[src/rtl/cu_pkg.sv]
// Shared definitions for the sequential control unit:
// opcode map, FSM states, opcode class bundle.
package cu_pkg;

  localparam int OPC_ALU_MIN = 0;
  localparam int OPC_ALU_MAX = 6;
  localparam int OPC_LI      = 8;
  localparam int OPC_MRD     = 9;
  localparam int OPC_MWR     = 10;

  typedef enum logic [1:0] {
    ST_IDLE = 2'd0,
    ST_EXEC = 2'd1,
    ST_MEM  = 2'd2
  } state_e;

  typedef struct packed {
    logic alu;
    logic li;
    logic mrd;
    logic mwr;
    logic ill;
  } opclass_t;

  function automatic int instr_w(
    input int opc_w,
    input int reg_w,
    input int imm_w
  );
    return opc_w + 3 * reg_w + imm_w;
  endfunction

endpackage

[src/rtl/cu_opclass.sv]
// Combinational opcode classifier: alu / li / mrd / mwr / illegal.
// Exactly one class bit is set for any opcode.
module cu_opclass
  import cu_pkg::*;
#(
  parameter int OPC_W = 4
) (
  input  logic [OPC_W-1:0] opc,
  output opclass_t         cls
);

  localparam logic [OPC_W-1:0] C_ALU_MAX = OPC_W'(OPC_ALU_MAX);
  localparam logic [OPC_W-1:0] C_LI      = OPC_W'(OPC_LI);
  localparam logic [OPC_W-1:0] C_MRD     = OPC_W'(OPC_MRD);
  localparam logic [OPC_W-1:0] C_MWR     = OPC_W'(OPC_MWR);

  logic w_alu;

  // ALU range starts at opcode zero, so only the upper bound matters
  assign w_alu = (opc <= C_ALU_MAX);

  always_comb begin
    cls = '0;
    unique case (1'b1)
      w_alu:        cls.alu = 1'b1;
      (opc == C_LI):  cls.li  = 1'b1;
      (opc == C_MRD): cls.mrd = 1'b1;
      (opc == C_MWR): cls.mwr = 1'b1;
      default:      cls.ill = 1'b1;
    endcase
  end

endmodule

[src/rtl/cu_seq.sv]
// Sequential control unit: latches decoded fields on a valid/ready
// accept, issues timed ALU/LI/memory enables, counts retirements.
module cu_seq
  import cu_pkg::*;
#(
  parameter int OPC_W       = 4,
  parameter int REG_W       = 3,
  parameter int IMM_W       = 8,
  parameter int MEM_TIMEOUT = 16,
  parameter int CNT_W       = 16,
  localparam int INSTR_W    = instr_w(OPC_W, REG_W, IMM_W)
) (
  input  logic               clk,
  input  logic               rst_n,
  input  logic               instr_valid,
  output logic               instr_ready,
  input  logic [INSTR_W-1:0] instruction,
  input  logic               mem_done,
  output logic [OPC_W-1:0]   opcode,
  output logic [REG_W-1:0]   op1,
  output logic [REG_W-1:0]   op2,
  output logic [REG_W-1:0]   op3,
  output logic [IMM_W-1:0]   load_immediate_data,
  output logic               alu_enable,
  output logic               load_immediate_enable,
  output logic               memory_read_enable,
  output logic               memory_write_enable,
  output logic               illegal_op,
  output logic               mem_timeout,
  output logic [CNT_W-1:0]   retired_count
);

  localparam int TMO_W = (MEM_TIMEOUT > 2) ? $clog2(MEM_TIMEOUT) : 1;
  localparam logic [TMO_W-1:0] TMO_LAST = TMO_W'(MEM_TIMEOUT - 1);

  state_e             r_state;
  opclass_t           r_cls;
  logic [TMO_W-1:0]   r_tmo;
  logic               r_tmo_pulse;
  logic [CNT_W-1:0]   r_ret;
  logic [OPC_W-1:0]   r_opc;
  logic [REG_W-1:0]   r_op1;
  logic [REG_W-1:0]   r_op2;
  logic [REG_W-1:0]   r_op3;
  logic [IMM_W-1:0]   r_imm;

  opclass_t           w_cls;
  logic [OPC_W-1:0]   w_opc;
  logic               w_in_mem;
  logic               w_in_exec;
  logic               w_acc;
  logic               w_tmo_hit;
  logic               w_retire;

  assign w_opc = instruction[INSTR_W-1 -: OPC_W];

  cu_opclass #(
    .OPC_W (OPC_W)
  ) u_opclass (
    .opc (w_opc),
    .cls (w_cls)
  );

  assign w_in_mem  = (r_state == ST_MEM);
  assign w_in_exec = (r_state == ST_EXEC);
  assign w_acc     = instr_valid && instr_ready;
  assign w_tmo_hit = w_in_mem && !mem_done && (r_tmo == TMO_LAST);
  assign w_retire  = (w_in_exec && (r_cls.alu || r_cls.li))
                  || (w_in_mem && mem_done);

  always_ff @(posedge clk or negedge rst_n) begin
    if (!rst_n) begin
      r_state     <= ST_IDLE;
      r_cls       <= '0;
      r_tmo       <= '0;
      r_tmo_pulse <= 1'b0;
      r_ret       <= '0;
      r_opc       <= '0;
      r_op1       <= '0;
      r_op2       <= '0;
      r_op3       <= '0;
      r_imm       <= '0;
    end else begin
      r_tmo_pulse <= w_tmo_hit;
      if (w_retire)
        r_ret <= r_ret + 1'b1;
      if (w_acc) begin
        r_cls <= w_cls;
        r_tmo <= '0;
        r_opc <= w_opc;
        r_op1 <= instruction[INSTR_W-OPC_W-1 -: REG_W];
        r_op2 <= instruction[IMM_W+2*REG_W-1 -: REG_W];
        r_op3 <= instruction[IMM_W+REG_W-1 -: REG_W];
        r_imm <= instruction[IMM_W-1:0];
      end else if (w_in_mem && !mem_done) begin
        r_tmo <= r_tmo + 1'b1;
      end
      unique case (r_state)
        ST_MEM: begin
          if (mem_done || w_tmo_hit)
            r_state <= ST_IDLE;
        end
        default: begin
          if (w_acc)
            r_state <= (w_cls.mrd || w_cls.mwr) ? ST_MEM : ST_EXEC;
          else
            r_state <= ST_IDLE;
        end
      endcase
    end
  end

  assign instr_ready           = !w_in_mem;
  assign alu_enable            = w_in_exec && r_cls.alu;
  assign load_immediate_enable = w_in_exec && r_cls.li;
  assign illegal_op            = w_in_exec && r_cls.ill;
  assign memory_read_enable    = w_in_mem && r_cls.mrd;
  assign memory_write_enable   = w_in_mem && r_cls.mwr;
  assign mem_timeout           = r_tmo_pulse;
  assign retired_count         = r_ret;
  assign opcode                = r_opc;
  assign op1                   = r_op1;
  assign op2                   = r_op2;
  assign op3                   = r_op3;
  assign load_immediate_data   = r_imm;

endmodule

[config.mk]
export PLATFORM = sky130hd
export DESIGN_NAME = cu_seq
export DESIGN_NICKNAME = d
export VERILOG_FILES = /design/src/rtl/cu_pkg.sv /design/src/rtl/cu_opclass.sv /design/src/rtl/cu_seq.sv
export SDC_FILE = /design/constraint.sdc
export NUM_CORES = 1
export LEC_CHECK = 0
export CORE_UTILIZATION = 47
export DETAILED_ROUTE_END_ITERATION = 7
export PLACE_DENSITY = 0.92
export SYNTH_ARGS = -nofsm -noshare
export SYNTH_HDL_FRONTEND = slang
export SYNTH_SLANG_ARGS = --single-unit
[constraint.sdc]
create_clock -name clk -period 3.6 [get_ports clk]
set_input_delay 0.9 -clock clk [delete_from_list [all_inputs] [get_ports clk]]
set_output_delay 0.9 -clock clk [all_outputs]
set_load 0.02 [all_outputs]
### Yosys cells after proc, flatten, opt, wreduce, memory -nomap -nowiden

Index checks and enable logic that the tools add are counted.

* divide/modulo/power cells: 0
* add/sub/neg operators: 2
* eq/ne operators: 7
* bitwise gates (word level): 0
* shift-type cells: 0
* reduce and logical (&&, ||, !) cells: 18
* $lt $le $gt $ge: 1
* multiply operators: 0
* multiplexer cells: 11

Operators with widths (count)
* adder 16 x 1 -> 16 bit, second input constant: 1
* == test 4 bit, second input constant: 4
* logical AND 1 bit: 10
* two-way mux 2 bit: 4
* two-way mux 4 bit: 2
* two-way mux 1 bit: 5
* adder 4 x 1 -> 4 bit, second input constant: 1
* <= comparator 4 x 3 -> 1 bit, second input constant: 1
* logical OR 1 bit: 4
* OR reduction 4 bit: 1
* == test 2 x 1 -> 1 bit, second input constant: 1
* == test 2 bit, second input constant: 1
* zero test 1 bit: 2
* != test 2 x 1 -> 1 bit, second input constant: 1
* nonzero test 2 bit: 1

* latch bits: 0
* bits of input ports: 25
* output and inout port bits: 44
* memories: 0
* RAM bits: 0
* memory bits (read-only): 0
* flip-flop bits (word level): 49

### Depth between registers and ports, before layout

* word-level depth: 6
* gate-level depth with buffers: 6

### Hierarchy

A second synthesis with hierarchy kept.

* cell total of the unflattened synthesis: 165
* area, all modules: 2187.1 um^2

By module, submodules not included
* cu_seq: area each 2114.5 um^2, times used 1, seq. area each 1226.2 um^2, cells each 156
* cu_opclass: area each 72.6 um^2, times used 1, seq. area each 0.0 um^2, cells each 9

### Worst setup path before layout

Ideal clock, no wire load.

* path kind: reg-to-output
* start point: reg r_state[0]
* end point: out memory_read_enable
* arrival time: 0.836 ns
* required time: 2.700 ns
* buffers on the path: 0
* stages on the path, launching flop included: 3
* path slack: 1.864 ns
* cell sequence: dfrtp_1 -> nor2b_4 -> and2_1

* longest elaborated chain between the ends: 2

Ends and longest elaborated chain
* from (decl): RTL line cu_seq.sv:36 `state_e r_state;`
* from (signal assigned): RTL line cu_seq.sv:105 `r_state <= (w_cls.mrd || w_cls.mwr) ? ST_MEM : ST_EXEC;`
* == test 2 bit: RTL line cu_seq.sv:64 `assign w_in_mem = (r_state == ST_MEM);`
* logical AND 1 bit: RTL line cu_seq.sv:117 `assign memory_read_enable = w_in_mem && r_cls.mrd;`
* to (decl): RTL line cu_seq.sv:26 `output logic memory_read_enable,`

No other way between the ends.

### Worst setup path after layout

* start point: reg r_state[1]
* end point: out alu_enable

* longest elaborated chain between the ends: 2

Ends and longest elaborated chain
* == test 2 x 1 -> 1 bit: RTL line cu_seq.sv:65 `assign w_in_exec = (r_state == ST_EXEC);`
* logical AND 1 bit: RTL line cu_seq.sv:114 `assign alu_enable = w_in_exec && r_cls.alu;`
* to (decl): RTL line cu_seq.sv:24 `output logic alu_enable,`

No other way between the ends.

==> results <==
- The detail-routed via count per cell is 5.26.
- The detail route stage leaves a number of antenna-violating nets equal to 0.
- The post-synthesis net count is 194.
- The classification of the worst-slack hold path is reg -> reg.
- Grouping stages by cell kind, the critical path spends the most delay in buffers and inverters.
- The flow ran to the end, and the final reports show no timing, DRC or antenna violations.
- The most common cell in the synthesized netlist is sky130_fd_sc_hd__dfrtp_1.
- The count of H-tree levels built during CTS is 2.
- The clock drives 49 sinks.
- Along the worst path, the maximum fanout reaches 5.
- The internal power summed over all cells is 1.01 mW.
- For this run, the top clock speed supported by timing is 0.378 GHz.
- The number of global-route vias before repair is 1,667.
- Counting every instance in the synthesized netlist gives 167.
- For this block, the via count after detailed routing is 1,536.
- At the later pin of the worst-skew pair, clock insertion delay measures 300 ps.
- The number of antenna diodes in the final layout is 0.
- The register area share after synthesis is 0.563.
- Of all cell types, the one taking the most synthesized area is sky130_fd_sc_hd__dfrtp_1.
- The number of synthesized flops with an enable pin is 0.
- The number of detailed-route iterations in the first pass is 4.
- Of the post-synthesis cell area, the dominant cell type holds 0.563.
- The predominant post-synthesis flop cell is sky130_fd_sc_hd__dfrtp_1.
- After clock tree synthesis, the clock-pin slew on the worst setup and hold paths is 90 ps.
- Setup repair after global routing left no endpoint under its margin.
- The post-detailed-placement half-perimeter wirelength is 3170 microns.
- The quantity of hold-fixing buffers added after cts is 0.
- The full die area is 4910 sq um.
- The kind of start point of the critical path is a flip-flop.
- The power per unit of standard cell area is 467 nW/um^2.
- The total track usage is 0.191.
- Of the cells placed in the final design, the portion with a size suffix greater than 1 is 0.183.
- The root buffer cell is sky130_fd_sc_hd__clkbuf_8.
- The count of final hold-check violations is 0.
- The switching power share of the total is 0.285.
- The area growth from synthesis to layout is 38.4%.
- The total buffers and inverters traversed by the critical path is 1.
- The netlist uses 41 different library cells.
- Summed over all layers, the global routing overflow is 0.
- The net count of the finished layout is 266.
- The endpoint type of the worst setup path is a primary output.
- The floorplan has 24 rows.
- The post-synthesis async set-or-reset flop share is 1.00.
- Traced cell by cell, the critical path runs through and2b_4 > and2_2 > clkdlybuf4s50_1.
- In this run the static leakage power is 1.34 nW.
- The number of antenna violations at the first check in global routing is 0.
- Data on the critical path is required at its endpoint by 2700 ps.
- The die is 70.1 microns tall.
- The slowest library cell on the worst path is sky130_fd_sc_hd__clkdlybuf4s50_1.
- The number of gates resized after cts is 0.
- The time the worst path needs with I/O delays and setup is 2650 ps.
- Buffers inserted during clock tree synthesis total 5.
- The routability congestion estimate is 0.876.
- Overall power consumption after layout is estimated at 1.41 mW.
- The register bit total from synthesis is 49.
- Max-cap violations in this run came to 0.
- The per-instance average area after synthesis is 13.0 sq um.
- The first global-routing pass estimated 7310 microns of wire.
- The combinational share of power is 0.237.
- The Yosys step of the flow raised 0 warnings.
- The number of slew-limit violations in the final report was 0.
- The final wirelength is 4290 microns.
- After synthesis, the cell types taking the most area are sky130_fd_sc_hd__dfrtp_1, sky130_fd_sc_hd__mux2_2, sky130_fd_sc_hd__xor2_1.
- TritonCTS built the clock tree.
- Of the total power, the clock network draws 0.290.
- The worst-case clock buffer depth is 2.
- Data on the critical path arrives at its endpoint at 1750 ps.
- The count of boundary I/O pins is 69.
- On the final layout, the worst clock skew is 5.89 ps.
- The worst-case IR drop observed on VDD is 0.329 mV.
- For this block, the initial DRC count from the detailed router was 52.
- The commonest cells after synthesis are sky130_fd_sc_hd__dfrtp_1, sky130_fd_sc_hd__mux2_2, sky130_fd_sc_hd__nand2_1.
- Buffers added to address setup during post-CTS repair amount to 0.
- Timing analysis after detailed placement gives a worst setup slack of 1240 ps.
- Setup violations remaining at the end of the flow were counted as 0.
- The mapped netlist covers 2180 sq um.
- For this run, design rule violations remaining after detail routing come to 0.
- The switching power is 0.400 mW.
- The worst pin sits at a relative slew slack of 0.295.
- The worst setup path is of the reg -> out kind.
- The fraction of power consumed by sequential logic is 0.473.
- In the final routed layout, each cell accounts on average for 14.7 microns.
- For the pin with the worst max-slew slack, the measured transition is 1060 ps.
- At the end of the flow the core is filled with cells to 0.683.
- From left edge to right edge, the die measures 70.1 microns.
- The setup total negative slack is 0 ps.
- Entering global routing, the biggest net connects 50 pins.
- For this configuration, the core starts out at a cell density of 0.493.
- The worst stage delay on the critical path is 600 ps.
- In the finished design, the share of the clock period the worst path needs comes to 0.735.
- The region available for standard cell placement spans 4410 sq um.
- In this run the tool buffered the top-level ports with 68 buffer cells.
- The final worst setup slack is 955 ps.
==> registers in the layout (all words and copies together), names as in the netlist <==
name                 cells
op3                      3
retired_count           16
op2                      3
op1                      3
r_state                  2
load_immediate_data      8
mem_timeout              1
r_cls                    5
r_tmo                    4
opcode                   4
==> cell usage in the layout (no fill, tap or decap), types with 2 or more instances in the layout <==
master                            count
sky130_fd_sc_hd__clkdlybuf4s50_1     67
sky130_fd_sc_hd__ha_1                 2
sky130_fd_sc_hd__and2_2               3
sky130_fd_sc_hd__clkbuf_8             6
sky130_fd_sc_hd__nand2b_1             2
sky130_fd_sc_hd__and3_1               2
sky130_fd_sc_hd__mux2i_1              2
sky130_fd_sc_hd__nor3b_1              2
sky130_fd_sc_hd__xor2_1               9
sky130_fd_sc_hd__nand2_1             15
sky130_fd_sc_hd__mux2_2              19
sky130_fd_sc_hd__dfrtp_1             49
sky130_fd_sc_hd__inv_1                3
sky130_fd_sc_hd__xnor2_1              8
sky130_fd_sc_hd__nand4_1              4
sky130_fd_sc_hd__nor3_1               4
sky130_fd_sc_hd__a22o_1               3
sky130_fd_sc_hd__and2_1               3
sky130_fd_sc_hd__nor2_1               4
sky130_fd_sc_hd__o21ai_0              6
sky130_fd_sc_hd__nand3_1              5
==> layer usage <==
metal / global-route usage / routed length (microns)
met4: 0.0733 / 68
met5: 0 / 0
met2: 0.328 / 2230
met1: 0.225 / 1760
met3: 0.0548 / 233
==> power by group through the flow <==
stage / logic [mW] / clock network [mW] / registers (mW)
floorplan: 0.106 / 0 / 0.733
global placement: 0.329 / 0 / 0.670
detailed placement: 0.338 / 0 / 0.678
CTS: 0.339 / 0.419 / 0.667
global route: 0.359 / 0.441 / 0.676
finish: 0.334 / 0.408 / 0.666
==> path summary, 6_finish.rpt <==
| check | cells after the start | slack (ps) | startpoint | end |
|---|---|---|---|---|
| worst max-delay path | 3 | 950 | r_state[1]$_DFFE_PN0P_ | alu_enable |
| worst min-delay path | 2 | 490 | opcode[1]$_DFFE_PN0P_ | opcode[1]$_DFFE_PN0P_ |
| worst max register to register | 4 | 2010 | r_state[0]$_DFFE_PN0P_ | load_immediate_data[7]$_DFFE_PN0P_ |
| worst min register to register | 2 | 490 | opcode[1]$_DFFE_PN0P_ | opcode[1]$_DFFE_PN0P_ |
| max in group asynchronous | 1 | 2170 | rst_n | load_immediate_data[2]$_DFFE_PN0P_ |
| min in group asynchronous | 1 | 780 | rst_n | retired_count[2]$_DFFE_PN0P_ |
==> worst register-to-register path: stages (launching register included) <==
cell and delay, ps:
sky130_fd_sc_hd__dfrtp_1 430, sky130_fd_sc_hd__nor2b_4 220, sky130_fd_sc_hd__inv_2 100, sky130_fd_sc_hd__nand2_4 330, sky130_fd_sc_hd__mux2_2 400
==> through the flow <==
step,area [sq um],hold slack [ps],std cells
finish,3010,491,292
global route,3010,516,292
CTS,3010,494,292
detailed placement,2890,474,284
global placement,2890,449,284
floorplan,2180,435,167
==> logic make-up (layout without fill, tap and decap cells) <==
group | Yosys count | count (layout) | synth area share
fa+ha+maj | 2 | 2 | 0.0115
mux | 21 | 21 | 0.107
compound gates | 15 | 15 | 0.0540
buf+inv | 7 | 80 | 0.0178
simple gates | 56 | 56 | 0.178
xor+xnor | 17 | 17 | 0.0684
flops | 49 | 49 | 0.563
==> area by class of cell <==
type	instances	area, sq um
clock buffers	6	82.6
fillers	341	1400
flip-flops and latches	49	1230
well taps	52	65.1
clock inverters	2	37.5
inverters	4	15.0
repair buffers	68	676
multi-input cells	111	912
No activity file was read; power rests on OpenSTA's default activity.
